==> config.mk <==
export PLATFORM = sky130hd
export DESIGN_NAME = mc_control_unit
export DESIGN_NICKNAME = d
export VERILOG_FILES = /design/src/rtl/mc_control_unit.sv
export SDC_FILE = /design/constraint.sdc
export NUM_CORES = 1
export LEC_CHECK = 0
export ABC_CLOCK_PERIOD_IN_PS = 2900
export CORE_MARGIN = 1
export CORE_UTILIZATION = 35
export DETAILED_ROUTE_END_ITERATION = 10
export HOLD_SLACK_MARGIN = 0.08
export PLACE_DENSITY = 0.73
export RECOVER_POWER = 100
export SLEW_MARGIN = 20
export SYNTH_ARGS = -nofsm -noshare
export SYNTH_HDL_FRONTEND = slang
export SYNTH_SLANG_ARGS = --single-unit
==> constraint.sdc <==
create_clock -name clk -period 2.9 [get_ports clk]
set_input_delay 0.29 -clock clk [delete_from_list [all_inputs] [get_ports clk]]
set_output_delay 0.29 -clock clk [all_outputs]
set_load 0.02 [all_outputs]
==> src/rtl/mc_control_unit.sv <==
// mc_control_unit: multicycle control sequencer for the CPU datapath.
// Decodes the latched instruction word and issues one micro-step per clock,
// stalling on the memory handshake and trapping into a sticky fault state
// when memory stays silent for too long.
module mc_control_unit #(
    parameter int DATA_W   = 16,
    parameter int NREG     = 8,    // power of 2, >= 2
    parameter int IMM_W    = 8,    // <= DATA_W
    parameter int WAIT_MAX = 8     // 0 disables the timeout
) (
    input  logic              clk,
    input  logic              rst,
    input  logic [DATA_W-1:0] instr,
    input  logic              mem_ready,
    output logic [NREG-1:0]   rin,
    output logic [NREG-1:0]   rout,
    output logic              a_in,
    output logic              gin,
    output logic              gout,
    output logic              addsub,
    output logic              xorctrl,
    output logic              ctrl_out,
    output logic [DATA_W-1:0] imm_out,
    output logic              addr_ld,
    output logic              ram_addr_sel,
    output logic              ram_out_ctrl,
    output logic              instr_enable,
    output logic              pc_enable,
    output logic              wr_enable,
    output logic              done,
    output logic              halted,
    output logic              fault
);
    localparam int RW = $clog2(NREG);
    // Counter just wide enough to hold WAIT_MAX (at least one bit)
    localparam int CW = (WAIT_MAX < 1) ? 1 : $clog2(WAIT_MAX + 1);
    localparam logic [CW:0] WAIT_LIM = (CW+1)'(WAIT_MAX);

    typedef enum logic [2:0] {FETCH, DECODE, EX1, EX2, EX3, HALT, FAULT} state_t;
    typedef enum logic [2:0] {
        OP_MV, OP_MVI, OP_ADD, OP_SUB, OP_XOR, OP_LD, OP_ST, OP_HALT
    } op_t;

    state_t          state_reg, state_next;
    logic [CW-1:0]   wait_cnt_reg, wait_cnt_next;
    logic            mem_wait;

    op_t             op;
    logic [RW-1:0]   rx, ry;
    logic [NREG-1:0] rx_hot, ry_hot;

    // Instruction fields: op in the top three bits, then rx, then ry
    assign op = op_t'(instr[DATA_W-1 -: 3]);
    assign rx = instr[DATA_W-4 -: RW];
    assign ry = instr[DATA_W-4-RW -: RW];

    // One-hot register selects, one comparator per register
    genvar gi;
    generate
        for (gi = 0; gi < NREG; gi++) begin : g_hot
            assign rx_hot[gi] = (rx == RW'(gi));
            assign ry_hot[gi] = (ry == RW'(gi));
        end
    endgenerate

    // State and wait counter registers, asynchronous reset back to FETCH
    always_ff @(posedge clk or posedge rst) begin
        if (rst) begin
            state_reg    <= FETCH;
            wait_cnt_reg <= '0;
        end else begin
            state_reg    <= state_next;
            wait_cnt_reg <= wait_cnt_next;
        end
    end

    // Next-state, wait-timeout and strobe decode; all outputs held at 0 in reset
    always_comb begin
        state_next    = state_reg;
        wait_cnt_next = '0;
        mem_wait      = 1'b0;
        rin           = '0;
        rout          = '0;
        a_in          = 1'b0;
        gin           = 1'b0;
        gout          = 1'b0;
        addsub        = 1'b0;
        xorctrl       = 1'b0;
        ctrl_out      = 1'b0;
        imm_out       = '0;
        addr_ld       = 1'b0;
        ram_addr_sel  = 1'b0;
        ram_out_ctrl  = 1'b0;
        instr_enable  = 1'b0;
        pc_enable     = 1'b0;
        wr_enable     = 1'b0;
        done          = 1'b0;
        halted        = 1'b0;
        fault         = 1'b0;

        unique case (state_reg)
            FETCH: begin
                mem_wait = 1'b1;
                if (mem_ready) begin
                    instr_enable = 1'b1;
                    pc_enable    = 1'b1;
                    state_next   = DECODE;
                end
            end
            DECODE: begin
                state_next = (op == OP_HALT) ? HALT : EX1;
            end
            EX1: begin
                unique case (op)
                    OP_MV: begin
                        rout       = ry_hot;
                        rin        = rx_hot;
                        done       = 1'b1;
                        state_next = FETCH;
                    end
                    OP_MVI: begin
                        ctrl_out   = 1'b1;
                        imm_out    = DATA_W'(instr[IMM_W-1:0]);
                        rin        = rx_hot;
                        done       = 1'b1;
                        state_next = FETCH;
                    end
                    OP_ADD, OP_SUB, OP_XOR: begin
                        rout       = rx_hot;
                        a_in       = 1'b1;
                        state_next = EX2;
                    end
                    OP_LD, OP_ST: begin
                        rout       = ry_hot;
                        addr_ld    = 1'b1;
                        state_next = EX2;
                    end
                    default: state_next = FETCH;
                endcase
            end
            EX2: begin
                unique case (op)
                    OP_ADD, OP_SUB, OP_XOR: begin
                        rout       = ry_hot;
                        gin        = 1'b1;
                        addsub     = (op == OP_SUB);
                        xorctrl    = (op == OP_XOR);
                        state_next = EX3;
                    end
                    OP_LD: begin
                        mem_wait     = 1'b1;
                        ram_addr_sel = 1'b1;
                        if (mem_ready) begin
                            ram_out_ctrl = 1'b1;
                            rin          = rx_hot;
                            done         = 1'b1;
                            state_next   = FETCH;
                        end
                    end
                    OP_ST: begin
                        // Write request is level-held until memory accepts it
                        mem_wait     = 1'b1;
                        ram_addr_sel = 1'b1;
                        rout         = rx_hot;
                        wr_enable    = 1'b1;
                        if (mem_ready) begin
                            done       = 1'b1;
                            state_next = FETCH;
                        end
                    end
                    default: state_next = FETCH;
                endcase
            end
            EX3: begin
                gout       = 1'b1;
                rin        = rx_hot;
                done       = 1'b1;
                state_next = FETCH;
            end
            HALT: begin
                halted = 1'b1;
            end
            FAULT: begin
                fault = 1'b1;
            end
            default: state_next = FETCH;
        endcase

        // Count consecutive stalled cycles; reaching the limit traps to FAULT
        if (mem_wait && !mem_ready) begin
            wait_cnt_next = wait_cnt_reg + CW'(1);
            if ((WAIT_MAX != 0) && (({1'b0, wait_cnt_reg} + (CW+1)'(1)) == WAIT_LIM)) begin
                state_next    = FAULT;
                wait_cnt_next = '0;
            end
        end

        if (rst) begin
            rin          = '0;
            rout         = '0;
            a_in         = 1'b0;
            gin          = 1'b0;
            gout         = 1'b0;
            addsub       = 1'b0;
            xorctrl      = 1'b0;
            ctrl_out     = 1'b0;
            imm_out      = '0;
            addr_ld      = 1'b0;
            ram_addr_sel = 1'b0;
            ram_out_ctrl = 1'b0;
            instr_enable = 1'b0;
            pc_enable    = 1'b0;
            wr_enable    = 1'b0;
            done         = 1'b0;
            halted       = 1'b0;
            fault        = 1'b0;
        end
    end

endmodule

==> impl_results.md, run 1 <==
- Setup crit start kind: input port
- Number of core rows: 21
- Status: finished, final reports clean
- Root Buffer: clkbuf_4
- Main area contributors after synthesis: dfrtp_1, nor2_1, buf_4
- DRC Markers: 0
- Detailed-placement wirelength estimate: 2836 um
- Design Area, Final: 0.001887 mm2
- Vias: 1446
- CP top delay family: buffers and inverters
- Layout cells sized above 1: a little over an eighth
- CP max stage delay: between 0.6 and 0.7 ns
- Max VDD drop: 0.5094 mV
- Finish-stage setup viols: 0
- Final Non-Filler Cells: 281
- Critical path cell sequence: clkdlybuf4s50_1, nand2_4, o22a_1, o32a_4, nor4_1, clkdlybuf4s50_1
- # hold bufs at CTS: 0
- Main flop type after synthesis: dfrtp_1
- Worst-Margin Slew: 0.5337 ns
- PnR worst setup slack: 0.1016 ns
- Crit Path Max Fanout: 8
- ANT cells: 0
- Most frequent cell after synthesis: nor2_1
- Vias in the first global route: around 1200
- TritonCTS Buffers: 3
- Sequential cell area fraction in the yosys report: 14.01%
- Initial DRC count: 39
- DRT Pass-1 Iters: 4
- Mean Syn Cell Area: 7.267 um2
- CTS tree: done
- Post-synth top area share: 14.01%
- # Max-Cap Violations: 0
- Critical Path Slowest Stage Cell: clkdlybuf4s50_1
- CP dominant cell by count: clkdlybuf4s50_1
- CTS H-Tree Depth: 1
- Synth cell count leaders: nor2_1, nand2_1, buf_4, nand3_1, nor3_1
- LEAKAGE: 0.0008316 uW
- Post-Syn Instances: roughly 170
- Fin crit period: 2.798 ns
- Type of element capturing the critical path: output pin
- Post-synth EDFFs: 0
- Final wirelength: 3484 um
- Dpl cell area: 0.001869 mm2
- Area Overhead vs Synth: 50.95%
- Setup tns final: 0 ns
- Gr usage total: 18.08%
- Die height: 61.76 um
- Bufs on Longest Clock Path: 2
- DP Cell Count: 277
- PortBufs: 57
- Largest register FFs: 4
- Fraction of registers with async set/reset: 100.0%
- Worst path arrival time: approximately 2.5 ns
- Max Slew Vio Count: 0
- Die area: 0.003814 mm2
- Final ANT Viol Nets: 0
- Fin. Hold Viols: 0
- I/O pins: 66
- Total global routing overflow: 0
- Nets: about 260
- Global-route wire length before repair: 5188 um
- Worst-path clk slew: 0.04 ns
- Synth warnings: 0
- Yosys top cell by area: dfrtp_1
- Largest net degree at the start of global routing: 17
- PwrDens: 443.2 mW/mm2
- Max-slew headroom: between 60% and 70%
- Die width: 61.76 um
- Core Area: 0.003390 mm2
- Worst hold slack: around 0.47 ns
- Starting Density: a little under two fifths
- HP Class: reg2reg
- Crit share post-route: a little over nine tenths
- Worst-Skew Late Latency: 0.25 ns
- WS Path Type: in2out
- F_max: 357.4 MHz
- Synthesized area: 0.001250 mm2
- Yosys cell types: 50
- CP bufs+invs: 2
- Yosys reg bits: 7
- Initial antenna violation count: 0
- RSZ-0062 raised after global routing: no
- Final Skew: 0.006008 ns
- Pre-CTS setup slack: 0.05822 ns
- Via density: 5.146
- Worst path required time: about 2.6 ns
- Clock tree sinks: 7
- GP Congestion: ~0.85
- Avg WL per Cell: between 10 and 15 um
==> timing repair <==
action | 4_1_cts | 5_1_grt
buffers inserted | 0 | 0
setup endpoints to repair | 0 | 6
gates resized for setup | 0 | 5
==> area by class of cell <==
class	count	area, um2
Inverter	4	15.01
Tap cell	46	57.56
Multi-Input combinational cell	148	938.4
Fill cell	316	1503
Timing Repair Buffer	72	674.4
Sequential cell	7	175.2
Clock buffer	4	26.28
==> kinds of logic (layout without fill, tap and decap cells) <==
| kind of cell | count (synthesis) | count (layout) | share of synthesized area (%) |
|---|---|---|---|
| xor gates and xnor gates | 3 | 3 | 2.102 |
| DFF | 7 | 7 | 14.01 |
| other | 1 | 8 | 0.3000 |
| adders and majority gates | 1 | 1 | 1.001 |
| buffers and inverters | 24 | 80 | 13.01 |
| AOI/OAI and AO/OA | 36 | 36 | 23.42 |
| and+or+nand+nor | 100 | 100 | 46.15 |
==> report_power, final <==
| group | internal, uW | switching [uW] |
|---|---|---|
| logic | 256 | 322 |
| registers | 127 | 47.5 |
| clock network | 52.2 | 31.7 |
==> stage by stage <==
stage	util (%)	total power [uW]
6_report	55.67	836.2
5_1_grt	55.67	903.9
4_1_cts	55.92	851.6
3_5_place_dp	55.15	763.2
3_3_place_gp	55.15	755.7
2_1_floorplan	-	573.3
==> cell usage in the layout, fill, tap and decap left out, drive strengths merged, types with 3 or more instances in the layout <==
cell type / count
clkbuf: 7
buf: 14
dlygate4sd3: 19
and2: 9
o211ai: 9
clkdlybuf4s50: 33
dlymetal6s2s: 3
o2111ai: 3
a21oi: 3
conb: 8
dfrtp: 7
nor4: 4
nand2: 14
nor3: 13
nor2: 24
nand2b: 6
nor4b: 3
inv: 4
nor2b: 5
o21ai: 5
nand3: 10
o21bai: 3
==> worst paths after layout <==
kind	depth (start not counted)	to	start	slack [ns]
worst min register to register	1	wait_cnt_reg[0]$_DFF_PP0_	wait_cnt_reg[0]$_DFF_PP0_	0.47
min in group asynchronous	4	state_reg[0]$_DFF_PP0_	rst	0.76
worst min-delay path	1	wait_cnt_reg[0]$_DFF_PP0_	wait_cnt_reg[0]$_DFF_PP0_	0.47
max in group asynchronous	4	wait_cnt_reg[0]$_DFF_PP0_	rst	1.87
worst max-delay path	6	rin[1]	instr[13]	0.10
worst max register to register	5	state_reg[0]$_DFF_PP0_	state_reg[2]$_DFF_PP0_	1.18
==> metal layers <==
| layer | vias to the layer above | track usage, % | routed length, um |
|---|---|---|---|
| li1 | 734 | - | - |
| met1 | 654 | 26.14 | 1707 |
| met2 | 58 | 29.19 | 1588 |
| met3 | 0 | 3.313 | 188 |
| met4 | 0 | 1.587 | 0 |
| met5 | - | 0 | 0 |
(Power assumes the default switching activity.)
==> run 2, diff against run 1 <==
--- a/config.mk
+++ b/config.mk
@@ -6,13 +6,15 @@
 export NUM_CORES = 1
 export LEC_CHECK = 0
 export ABC_CLOCK_PERIOD_IN_PS = 2900
+export CELL_PAD_IN_SITES_DETAIL_PLACEMENT = 1
+export CELL_PAD_IN_SITES_GLOBAL_PLACEMENT = 2
+export CORE_ASPECT_RATIO = 1.4
 export CORE_MARGIN = 1
-export CORE_UTILIZATION = 35
+export CORE_UTILIZATION = 22
 export DETAILED_ROUTE_END_ITERATION = 10
 export HOLD_SLACK_MARGIN = 0.08
-export PLACE_DENSITY = 0.73
+export PLACE_DENSITY = 0.87
 export RECOVER_POWER = 100
-export SLEW_MARGIN = 20
 export SYNTH_ARGS = -nofsm -noshare
 export SYNTH_HDL_FRONTEND = slang
 export SYNTH_SLANG_ARGS = --single-unit
==> run 2 against run 1 <==
Effect of this change:
- die area is 57% higher
- register-to-register slack worse by 0.06 ns
- utilization is 20 points lower
- critical path depth stayed put
- final cell count is 9.3% higher
- hold slack worse by 0.011 ns
- first-iteration DRC count is 28% higher
- clock skew is 0.0025 ns lower
- cell area is 3.1% higher
- combinational power is 4.2% higher
- wire length is 23% higher
- critical endpoint is now rout[6]
==> impl_results.md, run 2 (same netlist as run 1, synthesis figures left out) <==
- Status: finished, final reports clean
- Largest net degree at the start of global routing: 17
- Layout cells sized above 1: 13.81%
- Nets: 260
- Max-slew headroom: 66.03%
- Final wirelength: 4275 um
- Global-route wire length before repair: approximately 7400 um
- Core Area: about 0.0055 mm2
- Pint: 483.8 uW
- PnR Total Power: between 900 and 1000 uW
- HP Class: reg2reg
- Root Buffer: clkbuf_8
- Total global routing overflow: 0
- Worst path required time: 2.61 ns
- Met2 wire length: 2299 um
- Finish-stage setup viols: 0
- I/O pins: 66
- Die width: 65.71 um
- Met3 wire length: 135 um
- Worst path arrival time: ~2.5 ns
- Clock network fraction of total power: roughly 15%
- Max VDD drop: between 0.1 and 0.15 mV
- Area Overhead vs Synth: 55.56%
- Largest register FFs: 4
- Net Sw Frac: 47.12%
- Max Slew Vio Count: 0
- Most common cell after layout, fill and taps aside: clkdlybuf4s50_1
- Sequential power share: 19.1%
- Setup crit start kind: input port
- F_max: approximately 360 MHz
- Worst-path clk slew: 0.04 ns
- RSZ-0062 raised after global routing: no
- Commonest cells after routing, fill and taps aside: clkdlybuf4s50_1, nor2_1, dlygate4sd3_1, buf_4, nand2_1
- TritonCTS Buffers: 3
- LEAKAGE: 0.0008156 uW
- Detailed-placement wirelength estimate: 3472 um
- Starting Density: between 20% and 30%
- CTS tree: done
- Power share of the combinational group: 65.8%
- GP Congestion: 0.7849
- Vias: 1488
- WS Path Type: in2out
- Type of element capturing the critical path: output pin
- Bufs on Longest Clock Path: 2
- Fin crit period: roughly 2.8 ns
- ANT cells: 0
- Final ANT Viol Nets: 0
- Initial antenna violation count: 0
- Fin. Hold Viols: 0
- Worst-Margin Slew: 0.5043 ns
- # Max-Cap Violations: 0
- Dpl cell area: 0.001952 mm2
- Design Area, Final: 0.001944 mm2
- DR top layer: met4
- Number of core rows: 32
- DRC Markers: 0
- Final Skew: 0.003527 ns
- PwrDens: 470.6 mW/mm2
- Setup tns final: 0 ns
- Worst-Skew Late Latency: between 0.2 and 0.25 ns
- WL met1: 1807 um
- Crit share post-route: between 90% and 100%
- Die area: 0.005991 mm2
- Gr usage total: between 10% and 20%
- Crit Path Max Fanout: 8
- PortBufs: 57
- DRT Pass-1 Iters: 4
- # hold bufs at CTS: 0
- Vias in the first global route: 1539
- Switching pwr: 431.2 uW
- Via density: 4.847
- CTS H-Tree Depth: 1
- Fillers: 700
- Die height: 91.19 um
- Initial DRC count: 50
- Clock tree sinks: 7
- Avg WL per Cell: ~14 um
run 2: routing by layer:
| layer | up-vias | track usage, % |
|---|---|---|
| li1 | 743 | - |
| met4 | 0 | 2.717 |
| met2 | 39 | 28.32 |
| met1 | 702 | 18.62 |
| met3 | 4 | 0.8794 |
| met5 | - | 0 |
run 2: final timing paths:
path	cells past startpoint	slack, ns	to	startpoint
worst max register to register	5	1.12	state_reg[0]$_DFF_PP0_	state_reg[2]$_DFF_PP0_
min in group asynchronous	4	0.78	wait_cnt_reg[0]$_DFF_PP0_	rst
worst max-delay path	6	0.08	rout[6]	instr[15]
max in group asynchronous	4	1.85	state_reg[0]$_DFF_PP0_	rst
worst min-delay path	1	0.46	wait_cnt_reg[0]$_DFF_PP0_	wait_cnt_reg[0]$_DFF_PP0_
worst min register to register	1	0.46	wait_cnt_reg[0]$_DFF_PP0_	wait_cnt_reg[0]$_DFF_PP0_
run 2: through the flow:
| stage | instances | setup WS [ns] | util, % | hold slack [ns] |
|---|---|---|---|---|
| floorplan | 179 | 0.7899 | - | 0.2647 |
| global placement | 303 | 0.02931 | 35.58 | 0.4475 |
| detailed placement | 303 | 0.01486 | 35.58 | 0.4610 |
| CTS | 307 | 0.004315 | 36.41 | 0.4663 |
| global route | 307 | 0.003908 | 35.45 | 0.4925 |
| finish | 307 | 0.08376 | 35.45 | 0.4607 |
run 2: layout make-up:
cell class | count | area, um2 | share of cell area [%]
clock buffers | 4 | 45.04 | 2.317
inverters | 4 | 15.01 | 0.7722
multi-input cells | 148 | 938.4 | 48.26
flip-flops and latches | 7 | 175.2 | 9.009
well taps | 68 | 85.08 | 4.376
repair buffers | 76 | 685.7 | 35.26
run 2: power by group through the flow:
stage               Clock [uW]  Sequential, uW  Combinational (uW)
detailed placement           0             173                 616
global route               149             178                 667
global placement             0             172                 611
CTS                        142             174                 618
finish                     138             175                 602
floorplan                    0             145                 428
run 2: worst max-delay path, cell delays in order:
cell and delay, ns:
clkdlybuf4s50_1 0.60, or3b_2 0.53, a21oi_4 0.26, o2111ai_1 0.13
nand3_1 0.11, clkdlybuf4s50_1 0.60
run 2: what timing repair did:
action,CTS,global route
resized for setup,0,8
setup endpoints to repair,0,8
hold endpoints to repair,0,0
setup buffers,0,0
